`src/rtl/ssd_scan_mux.sv`:
```
// ssd_scan_mux: time-multiplexed scan driver for a common-anode seven-segment
// display. Holds a frame of BCD digits, steps through them every SCAN_DIV
// cycles and swaps in newly loaded frames only at the frame boundary.
//
// Optional feature: define SSD_LZ_BLANK_EN to blank leading zeros (the anode
// of a blanked digit stays high during its slot; digit 0 is never blanked).
//
// Ports:
//   clk        in  rising-edge clock
//   rst        in  synchronous active-high reset
//   load       in  one-cycle strobe capturing digits_in / dp_in
//   digits_in  in  BCD frame, nibble k = digit k (digit 0 rightmost)
//   dp_in      in  decimal point per digit
//   bcd        out BCD code of the selected digit (to bcd_ssd decoder)
//   dp         out decimal point of the selected digit, active-high
//   an         out anode enables, active-low, at most one low
//   loaded     out one-cycle pulse when a pending frame goes on display
//   pending    out a captured frame is waiting for the frame boundary
module ssd_scan_mux #(
    parameter int unsigned NUM_DIGITS = 4,
    parameter int unsigned SCAN_DIV   = 100000
) (
    input  logic                      clk,
    input  logic                      rst,
    input  logic                      load,
    input  logic [4*NUM_DIGITS-1:0]   digits_in,
    input  logic [NUM_DIGITS-1:0]     dp_in,
    output logic [3:0]                bcd,
    output logic                      dp,
    output logic [NUM_DIGITS-1:0]     an,
    output logic                      loaded,
    output logic                      pending
);

    localparam int unsigned PW = (SCAN_DIV > 1) ? $clog2(SCAN_DIV) : 1;
    localparam int unsigned IW = $clog2(NUM_DIGITS);
    localparam int unsigned DW = 4 * NUM_DIGITS;

    logic [PW-1:0]         pcnt;
    logic [IW-1:0]         idx;
    logic [DW-1:0]         disp;
    logic [DW-1:0]         pend;
    logic [NUM_DIGITS-1:0] disp_dp;
    logic [NUM_DIGITS-1:0] pend_dp;
    logic [NUM_DIGITS-1:0] blank;
    logic                  tick;
    logic                  wrap;

    assign tick = (pcnt == PW'(SCAN_DIV - 1));
    assign wrap = tick && (idx == IW'(NUM_DIGITS - 1));

    // Prescaler, digit index and frame double-buffer.
    always_ff @(posedge clk) begin
        if (rst) begin
            pcnt    <= '0;
            idx     <= '0;
            disp    <= '0;
            disp_dp <= '0;
            pend    <= '0;
            pend_dp <= '0;
            pending <= 1'b0;
            loaded  <= 1'b0;
        end else begin
            loaded <= 1'b0;

            if (tick) begin
                pcnt <= '0;
                if (idx == IW'(NUM_DIGITS - 1)) begin
                    idx <= '0;
                end else begin
                    idx <= idx + IW'(1);
                end
            end else begin
                pcnt <= pcnt + PW'(1);
            end

            if (wrap && load) begin
                // Load on the boundary goes straight to the display; any
                // older pending frame is superseded.
                disp    <= digits_in;
                disp_dp <= dp_in;
                pending <= 1'b0;
                loaded  <= 1'b1;
            end else if (wrap && pending) begin
                disp    <= pend;
                disp_dp <= pend_dp;
                pending <= 1'b0;
                loaded  <= 1'b1;
            end else if (load) begin
                pend    <= digits_in;
                pend_dp <= dp_in;
                pending <= 1'b1;
            end
        end
    end

`ifdef SSD_LZ_BLANK_EN
    // Digit k blanks when it and every more-significant digit are zero and
    // its own decimal point is off.
    always_comb begin
        logic upper_zero;
        blank      = '0;
        upper_zero = 1'b1;
        for (int k = int'(NUM_DIGITS) - 1; k >= 1; k--) begin
            upper_zero = upper_zero & (disp[4*k +: 4] == 4'd0);
            blank[k]   = upper_zero & ~disp_dp[k];
        end
    end
`else
    assign blank = '0;
`endif

    // Output decode of the selected digit.
    always_comb begin
        bcd = 4'd0;
        dp  = 1'b0;
        an  = '1;
        for (int k = 0; k < int'(NUM_DIGITS); k++) begin
            if (idx == IW'(k)) begin
                bcd   = disp[4*k +: 4];
                dp    = disp_dp[k];
                an[k] = blank[k];
            end
        end
    end

endmodule

```
`config.mk`:
```
export PLATFORM = sky130hd
export DESIGN_NAME = ssd_scan_mux
export DESIGN_NICKNAME = d
export VERILOG_FILES = /design/src/rtl/ssd_scan_mux.sv
export SDC_FILE = /design/constraint.sdc
export NUM_CORES = 1
export LEC_CHECK = 0
export ABC_AREA = 0
export CORE_MARGIN = 5
export CORE_UTILIZATION = 30
export CTS_CLUSTER_DIAMETER = 100
export DETAILED_ROUTE_END_ITERATION = 10
export HOLD_SLACK_MARGIN = 0.06
export PLACE_DENSITY_LB_ADDON = 0.05
export SLEW_MARGIN = 20
export SYNTH_ARGS = -nofsm -noshare
export SYNTH_HDL_FRONTEND = slang
export SYNTH_SLANG_ARGS = --single-unit
```
`constraint.sdc`:
```
create_clock -name clk -period 2.43 [get_ports clk]
set_input_delay 0.486 -clock clk [delete_from_list [all_inputs] [get_ports clk]]
set_output_delay 0.486 -clock clk [all_outputs]
set_load 0.1 [all_outputs]
```
==> flow_metrics.env, run 1 <==
export IMPL_io_buffers=33
export IMPL_worstHoldEndpoint="pcnt[0]"
export IMPL_r2r_setup_slack_ps=220
export IMPL_cp_arrival_ps=1810
export IMPL_die_w_um=113
export IMPL_avgViaCountPerCell=5.31
export IMPL_crit_type="reg2out"
export IMPL_ant_nets=0
export IMPL_syn_inst=396
export IMPL_yosys_area_top_type="dfxtp_1"
export IMPL_peakVddDrop_uv=304
export IMPL_first_pass_iters=5
export IMPL_critPathMaxStageDelay_ps=430
export IMPL_cts_sinks=61
export IMPL_gp_congestion=0.762
export IMPL_n_antenna_cell=0
export IMPL_cts_tree="done"
export IMPL_ys_flop_type="dfxtp_1"
export IMPL_fmax_ghz=0.435
export IMPL_place_ws_ps=217
export IMPL_finalHoldViolations=0
export IMPL_hpwl_um=6100
export IMPL_cp_start_kind="flop"
export IMPL_hp_start="pcnt[0]"
export IMPL_power_frac_clock=0.493
export IMPL_synth_edf_count=0
export IMPL_synth_area_um2=3170
export IMPL_power_internal_uw=1920
export IMPL_status="finished clean"
export IMPL_drv_slew=0
export IMPL_p_per_area_nw_per_um2=622
export IMPL_path_clk_slew_ps=70
export IMPL_critPathCaptureType="output pin"
export IMPL_cts_root_buf="clkbuf_8"
export IMPL_clockBufferDepth=2
export IMPL_seq_area_um2=1220
export IMPL_crit_chain="ha_1, buf_4, nand2_1, o21ai_2, buf_12"
export IMPL_clock_latency_ps=340
export IMPL_syn_nets=424
export IMPL_track_usage=0.150
export IMPL_syn2layout_area_growth_pct=27.9
export IMPL_switchingPower_uw=597
export IMPL_p_seq_frac=0.421
export IMPL_antenna_found_initial=0
export IMPL_rr_startpoint="pcnt[0]"
export IMPL_yosysSeqAreaShare=0.385
export IMPL_wire_per_inst_um=16.4
export IMPL_hold_depth=1
export IMPL_die_y_um=113
export IMPL_nets=449
export IMPL_ys_async_sr_fraction=0
export IMPL_p_leak_uw=0.00136
export IMPL_yosysTopAreaCellShare=0.385
export IMPL_htreeDepth=3
export IMPL_setup_tns_final_ps=0
export IMPL_hold_buffers=0
export IMPL_min_period_ps=2300
export IMPL_reg2regPathDepth=5
export IMPL_maxCapViolations=0
export IMPL_p_total_uw=2520
export IMPL_vias=2983
export IMPL_layout_drive_gt1_share=0.143
export IMPL_worst_pin_slew_ps=867
export IMPL_nFillCells=1076
export IMPL_drtIter0Drc=256
export IMPL_cp_max_fo=10
export IMPL_grt_ovfl_total=0
export IMPL_r2r_end="disp[5]"
export IMPL_drc=0
export IMPL_setup_violations_final=0
export IMPL_ys_seq_elements=61
export IMPL_rows=37
export IMPL_postLayoutSetupSlackWorst_ps=133
export IMPL_final_period_utilization=0.945
export IMPL_maxSlewHeadroom=0.422
export IMPL_core_um2=10300
export IMPL_ios=34
export IMPL_dieArea_um2=12700
export IMPL_synth_most_common_cell="dfxtp_1"
export IMPL_start_util=0.307
export IMPL_power_frac_comb=0.086
export IMPL_worst_path_max_delay_cell="dfxtp_1"
export IMPL_ys_top_cells_by_count="dfxtp_1 (61), nand2_1 (47), nor2_1 (39)"
export IMPL_wirelength_um=9210
export IMPL_rsz0062_at_grt="false"
export IMPL_grt_pass1_wl_um=15600
export IMPL_synthTopCellsByArea="dfxtp_1 (39%), nand2_1 (5.6%), o311ai_0 (4.7%)"
export IMPL_worstPathRequired_ps=1940
export IMPL_synth_distinct_cells=36
export IMPL_grt_pass1_vias=2932
export IMPL_hp_class="reg2reg"
export IMPL_syn_area_per_cell_um2=8.01
export IMPL_switching_share=0.237
export IMPL_ys_warn_count=0
export IMPL_cts_buffers=9
export IMPL_multi_input_area_um2=1800
export IMPL_grt_max_degree=38
export IMPL_fin_skew_ps=9.51
-- final cells by class --
type,count,area share
multi-input combinational,288,0.444
clock buffer,9,0.0306
sequential,61,0.301
timing repair buffer,51,0.136
tap,136,0.0420
clock inverter,7,0.0361
inverter,10,0.00926
-- repair_timing --
action / CTS / global route
setup buffers: 0 / 0
endpoints found under the hold margin: 0 / 0
gates resized for setup: 1 / 5
pin swaps: 0 / 0
setup endpoints to repair: 4 / 5
-- state kept, by name, indices dropped and copies added, names as in the netlist --
signal / count
pending: 1
disp: 16
disp_dp: 4
idx: 2
loaded: 1
pend_dp: 4
pcnt: 17
pend: 16
-- worst max path at each step --
stage	slack, ps	from	depth (start not counted)	end
2_1_floorplan	20	idx[1]	7	bcd[0]
3_3_place_gp	240	pcnt[0]	5	disp[13]
3_5_place_dp	220	pcnt[0]	5	disp[13]
4_1_cts	30	idx[1]	7	bcd[1]
5_1_grt	4	idx[0]	7	bcd[3]
6_report	130	idx[0]	5	dp
-- power groups by stage --
stage,registers [µW],logic (µW),clock network [µW]
detailed placement,1080,218,0
floorplan,1090,129,0
finish,1060,217,1240
global route,1070,244,1320
global placement,1080,216,0
CTS,1060,219,1280
-- cell families after synthesis --
family	after synthesis	synth area share
adders and majority gates	5	0.0197
DFF	61	0.385
buffers and inverters	47	0.0631
and+or+nand+nor	164	0.268
xor gates and xnor gates	15	0.0414
AOI/OAI and AO/OA	104	0.223
-- through the flow --
step	instances	util	hold WS, ps	area [µm²]
2_1_floorplan	396	-	418	3190
3_3_place_gp	546	0.364	438	3760
3_5_place_dp	546	0.364	444	3760
4_1_cts	562	0.390	456	4030
5_1_grt	562	0.393	468	4050
6_report	562	0.393	458	4050
-- worst max-delay path, delay by kind of cell (launching register included) --
kind	cells	cell delay, ps
AOI/OAI and AO/OA	1	90
adders and majority gates	1	380
buffers and inverters	2	460
DFF	1	430
and+or+nand+nor	1	100
-- layer usage --
layer / track usage / routed length (µm)
met1: 0.210 / 4530
met2: 0.235 / 4230
met3: 0.0321 / 377
met4: 0.0409 / 73
met5: 0 / 0
-- cell usage in the layout, fill, tap and decap left out, types with 15 or more instances in the layout --
master | Yosys | final
nand2_1 | 47 | 47
buf_4 | 0 | 19
o311ai_0 | 17 | 17
nor3b_1 | 17 | 17
a22o_1 | 15 | 15
nor2_1 | 39 | 39
dfxtp_1 | 61 | 61
o21ai_0 | 22 | 17
a21oi_1 | 29 | 27
nand4_1 | 22 | 22
clkdlybuf4s50_1 | 0 | 20
Power figures use the tool's default switching activity.
==> run 2, diff against run 1 <==
==> constraint.sdc (replaced) <==
create_clock -name clk -period 2.43 [get_ports clk]
set_input_delay 0.243 -clock clk [delete_from_list [all_inputs] [get_ports clk]]
set_output_delay 0.243 -clock clk [all_outputs]
set_load 0.1 [all_outputs]
==> flow_metrics.env, run 2 (same netlist as run 1, synthesis figures left out) <==
export IMPL_antenna_found_initial=0
export IMPL_drtIter0Drc=155
export IMPL_cts_setup_buffers=0
export IMPL_peakVddDrop_uv=294
export IMPL_maxCapViolations=0
export IMPL_nets=445
export IMPL_dieArea_um2=12700
export IMPL_wl_met3_um=297
export IMPL_cp_max_fo=20
export IMPL_io_buffers=33
export IMPL_gp_congestion=0.749
export IMPL_grt_ovfl_total=0
export IMPL_cts_buffers=9
export IMPL_drc=0
export IMPL_hold_buffers=0
export IMPL_grt_pass1_wl_um=15000
export IMPL_fin_skew_ps=13.5
export IMPL_hp_class="in2reg"
export IMPL_ios=34
export IMPL_status="finished clean"
export IMPL_grt_pass1_vias=2827
export IMPL_worst_pin_slew_ps=845
export IMPL_place_ws_ps=191
export IMPL_rsz0062_at_grt="false"
export IMPL_reg_top3="pcnt x17, disp x16, pend x16"
export IMPL_min_period_ps=2230
export IMPL_largest_reg_flops=17
export IMPL_htreeDepth=3
export IMPL_final_period_utilization=0.917
export IMPL_rows=37
export IMPL_worstPathRequired_ps=2640
export IMPL_hpwl_um=6160
export IMPL_die_w_um=113
export IMPL_syn2layout_area_growth_pct=23.1
export IMPL_layout_commonest_cell="dfxtp_1"
export IMPL_clock_latency_ps=330
export IMPL_hold_depth=2
export IMPL_postLayoutSetupSlackWorst_ps=201
export IMPL_cp_start_kind="flop"
export IMPL_p_leak_uw=0.00130
export IMPL_cts_root_buf="clkbuf_8"
export IMPL_setup_violations_final=0
export IMPL_p_per_area_nw_per_um2=592
export IMPL_start_util=0.307
export IMPL_reg2regPathDepth=5
export IMPL_fmax_ghz=0.449
export IMPL_n_antenna_cell=0
export IMPL_cts_sinks=61
export IMPL_layout_drive_gt1_share=0.121
export IMPL_grt_max_degree=35
export IMPL_cts_resized=0
export IMPL_avgViaCountPerCell=5.25
export IMPL_wire_per_inst_um=16.3
export IMPL_die_y_um=113
export IMPL_finalHoldViolations=0
export IMPL_final_cell_mix="dfxtp_1 (61), nand2_1 (47), nor2_1 (39), a21oi_1 (29), nand4_1 (22)"
export IMPL_vias=2932
export IMPL_clockBufferDepth=2
export IMPL_drv_slew=0
export IMPL_crit_type="reg2reg"
export IMPL_track_usage=0.146
export IMPL_ant_nets=0
export IMPL_core_um2=10300
export IMPL_cts_tree="done"
export IMPL_first_pass_iters=4
export IMPL_m1WireLength_um=4680
export IMPL_setup_tns_final_ps=0
export IMPL_maxSlewHeadroom=0.437
export IMPL_wl_met2_um=4050
export IMPL_cp_arrival_ps=2440
export IMPL_wirelength_um=9090
export IMPL_path_clk_slew_ps=70
export IMPL_r2r_setup_slack_ps=200
export IMPL_highest_layer="met4"
export IMPL_critPathCaptureType="flop"
export IMPL_top_register="pcnt"
[run 2: final cells by class]
type,instances,area [µm²]
Tap cell,136,170
Sequential cell,61,1220
Inverter,10,37.5
Fill cell,1061,6420
Multi-Input combinational cell,288,1780
Clock buffer,12,155
Timing Repair Buffer,47,473
Clock inverter,4,70.1
[run 2: power by group]
group	switching, µW	leakage (µW)	internal (µW)
sequential	26.1	0.000498	1040
clock	405	0.000116	631
combinational	122	0.000682	90.2
total	553	0.00130	1760
[run 2: worst paths after layout]
kind / from / endpoint
min: rst / pend_dp[2]
min reg2reg: pcnt[0] / pcnt[0]
max reg2reg: pcnt[0] / disp[4]
max: pcnt[0] / disp[4]
[run 2: routing by layer]
| layer | global-route usage | vias up |
|---|---|---|
| met5 | 0 | - |
| met4 | 0.0361 | 0 |
| met3 | 0.0299 | 5 |
| met2 | 0.224 | 45 |
| met1 | 0.209 | 1389 |
| li1 | - | 1493 |
[run 2: critical path, stage by stage, from the launching register on]
cell and delay [ps]:
dfxtp_1 350, ha_1 170, nand4b_1 170, or4_1 500
o31a_1 580, a22o_1 340
[run 2: through the flow]
stage | instances | hold slack (ps) | power [µW] | utilization | area [µm²]
after floorplan | 396 | 418 | 1210 | - | 3190
after global placement | 542 | 438 | 1290 | 0.356 | 3680
after detailed placement | 542 | 439 | 1300 | 0.356 | 3680
after CTS | 558 | 211 | 2350 | 0.378 | 3900
after global routing | 558 | 229 | 2420 | 0.378 | 3900
final | 558 | 230 | 2310 | 0.378 | 3900
==> run 3, diff against run 2 <==
- clock period: 2.43 -> 1.8 ns (I/O delays scaled with it)
==> flow_metrics.env, run 3 (same netlist as run 1, synthesis figures left out) <==
export IMPL_status="finished with violations"
export IMPL_failed_checks="negative setup slack"
export IMPL_layout_drive_gt1_share=0.262
export IMPL_cts_tree="done"
export IMPL_r2r_setup_slack_ps=-40
export IMPL_cts_sinks=61
export IMPL_p_per_area_nw_per_um2=704
export IMPL_cts_root_buf="clkbuf_8"
export IMPL_rows=37
export IMPL_drc=0
export IMPL_min_period_ps=1880
export IMPL_maxCapViolations=0
export IMPL_fmax_ghz=0.531
export IMPL_p_leak_uw=0.00154
export IMPL_avgViaCountPerCell=5.23
export IMPL_grt_pass1_wl_um=15700
export IMPL_top_register="pcnt"
export IMPL_ant_nets=0
export IMPL_die_w_um=113
export IMPL_cp_arrival_ps=1700
export IMPL_dp_cells=566
export IMPL_finalHoldViolations=0
export IMPL_first_pass_iters=5
export IMPL_grt_max_degree=63
export IMPL_layout_commonest_cell="dfxtp_1"
export IMPL_start_util=0.307
export IMPL_die_y_um=113
export IMPL_htreeDepth=3
export IMPL_nets=473
export IMPL_gp_congestion=0.725
export IMPL_wirelength_um=9300
export IMPL_postLayoutSetupSlackWorst_ps=-82.1
export IMPL_worstPathRequired_ps=1620
export IMPL_maxSlewHeadroom=0.693
export IMPL_vias=3065
export IMPL_final_cell_mix="dfxtp_1 (56), nand2_1 (44), nor2_1 (39), buf_4 (32), nand4_1 (22)"
export IMPL_grt_ovfl_total=0
export IMPL_critPathCaptureType="output pin"
export IMPL_clock_latency_ps=340
export IMPL_drv_slew=0
export IMPL_fin_skew_ps=9.04
export IMPL_reg_top3="pcnt x17, disp x16, pend x16"
export IMPL_final_period_utilization=1.05
export IMPL_largest_reg_flops=17
export IMPL_drtIter0Drc=150
export IMPL_ios=34
export IMPL_crit_type="reg2out"
export IMPL_hp_class="in2reg"
export IMPL_cp_max_fo=7
export IMPL_syn2layout_area_growth_pct=41.2
export IMPL_n_antenna_cell=0
export IMPL_place_ws_ps=-47.2
export IMPL_placed_area_um2=4050
export IMPL_hpwl_um=6220
export IMPL_final_area_um2=4480
export IMPL_path_clk_slew_ps=70
export IMPL_peakVddDrop_uv=301
export IMPL_core_um2=10300
export IMPL_cts_buffers=9
export IMPL_worst_pin_slew_ps=456
export IMPL_p_total_uw=3150
export IMPL_dieArea_um2=12700
export IMPL_track_usage=0.150
export IMPL_wire_per_inst_um=15.9
export IMPL_clockBufferDepth=2
export IMPL_io_buffers=33
export IMPL_fin_cells=586
export IMPL_setup_violations_final=21
export IMPL_rsz0062_at_grt="true"
export IMPL_antenna_found_initial=0
export IMPL_cp_start_kind="flop"
export IMPL_grt_pass1_vias=2959
## run 3: cell types whose count changed in the layout (fill, tap and decap cells not counted), moves of 11 or more
cell / delta
o311ai_1: +12
a21oi_1: -20
buf_12: +11
a21oi_2: +19
buf_4: +13
o311ai_0: -13
## run 3: area by class of cell
cell class	count	area [µm²]
multi-input cells	288	1980
flip-flops and latches	61	1230
repair buffers	75	836
well taps	136	170
clock inverters	7	98.8
fillers	1032	5850
clock buffers	9	124
inverters	10	40.0
## run 3: routing by layer
metal  GRT usage  vias to the layer above  routed length [µm]
met5           0                        -                   0
met4      0.0529                        0                  61
met3      0.0241                        4                 314
met2       0.225                       46                4140
met1       0.218                     1466                4780
li1            -                     1549                   -
## run 3: metrics by stage
stage	hold WS [ps]	util	setup TNS, ps
global placement	452	0.392	-0.158
finish	200	0.434	-853
detailed placement	451	0.392	-850
CTS	185	0.425	-1050
global route	201	0.434	-2410
floorplan	377	-	-1330
## run 3: critical path, cell delays in order, from the launching register on
cell,delay (ps)
dfxtp_4,370
inv_4,80
ha_4,170
buf_6,130
nand2_2,50
a21oi_2,160
a21oi_2,60
o21ai_4,170
buf_12,190
## run 3: path summary, 6_finish.rpt
kind,startpoint,endpoint,cells after the start
max,idx[1],bcd[0],8
min reg2reg,disp[1],disp[1],1
max reg2reg,pcnt[1],disp[13],6
min,load,loaded,3
## run 3: report_power, final
part / switching [µW] / internal (µW) / total [µW]
Clock: 600 / 787 / 1390
Combinational: 181 / 152 / 333
Sequential: 34.7 / 1400 / 1430
Total: 815 / 2340 / 3150
## run 3: timing repair
action | CTS | global route
pin swaps | 9 | 11
gates resized for setup | 23 | 36
hold buffers | 0 | 0
endpoints found under the setup margin | 34 | 60
setup buffers | 4 | 0
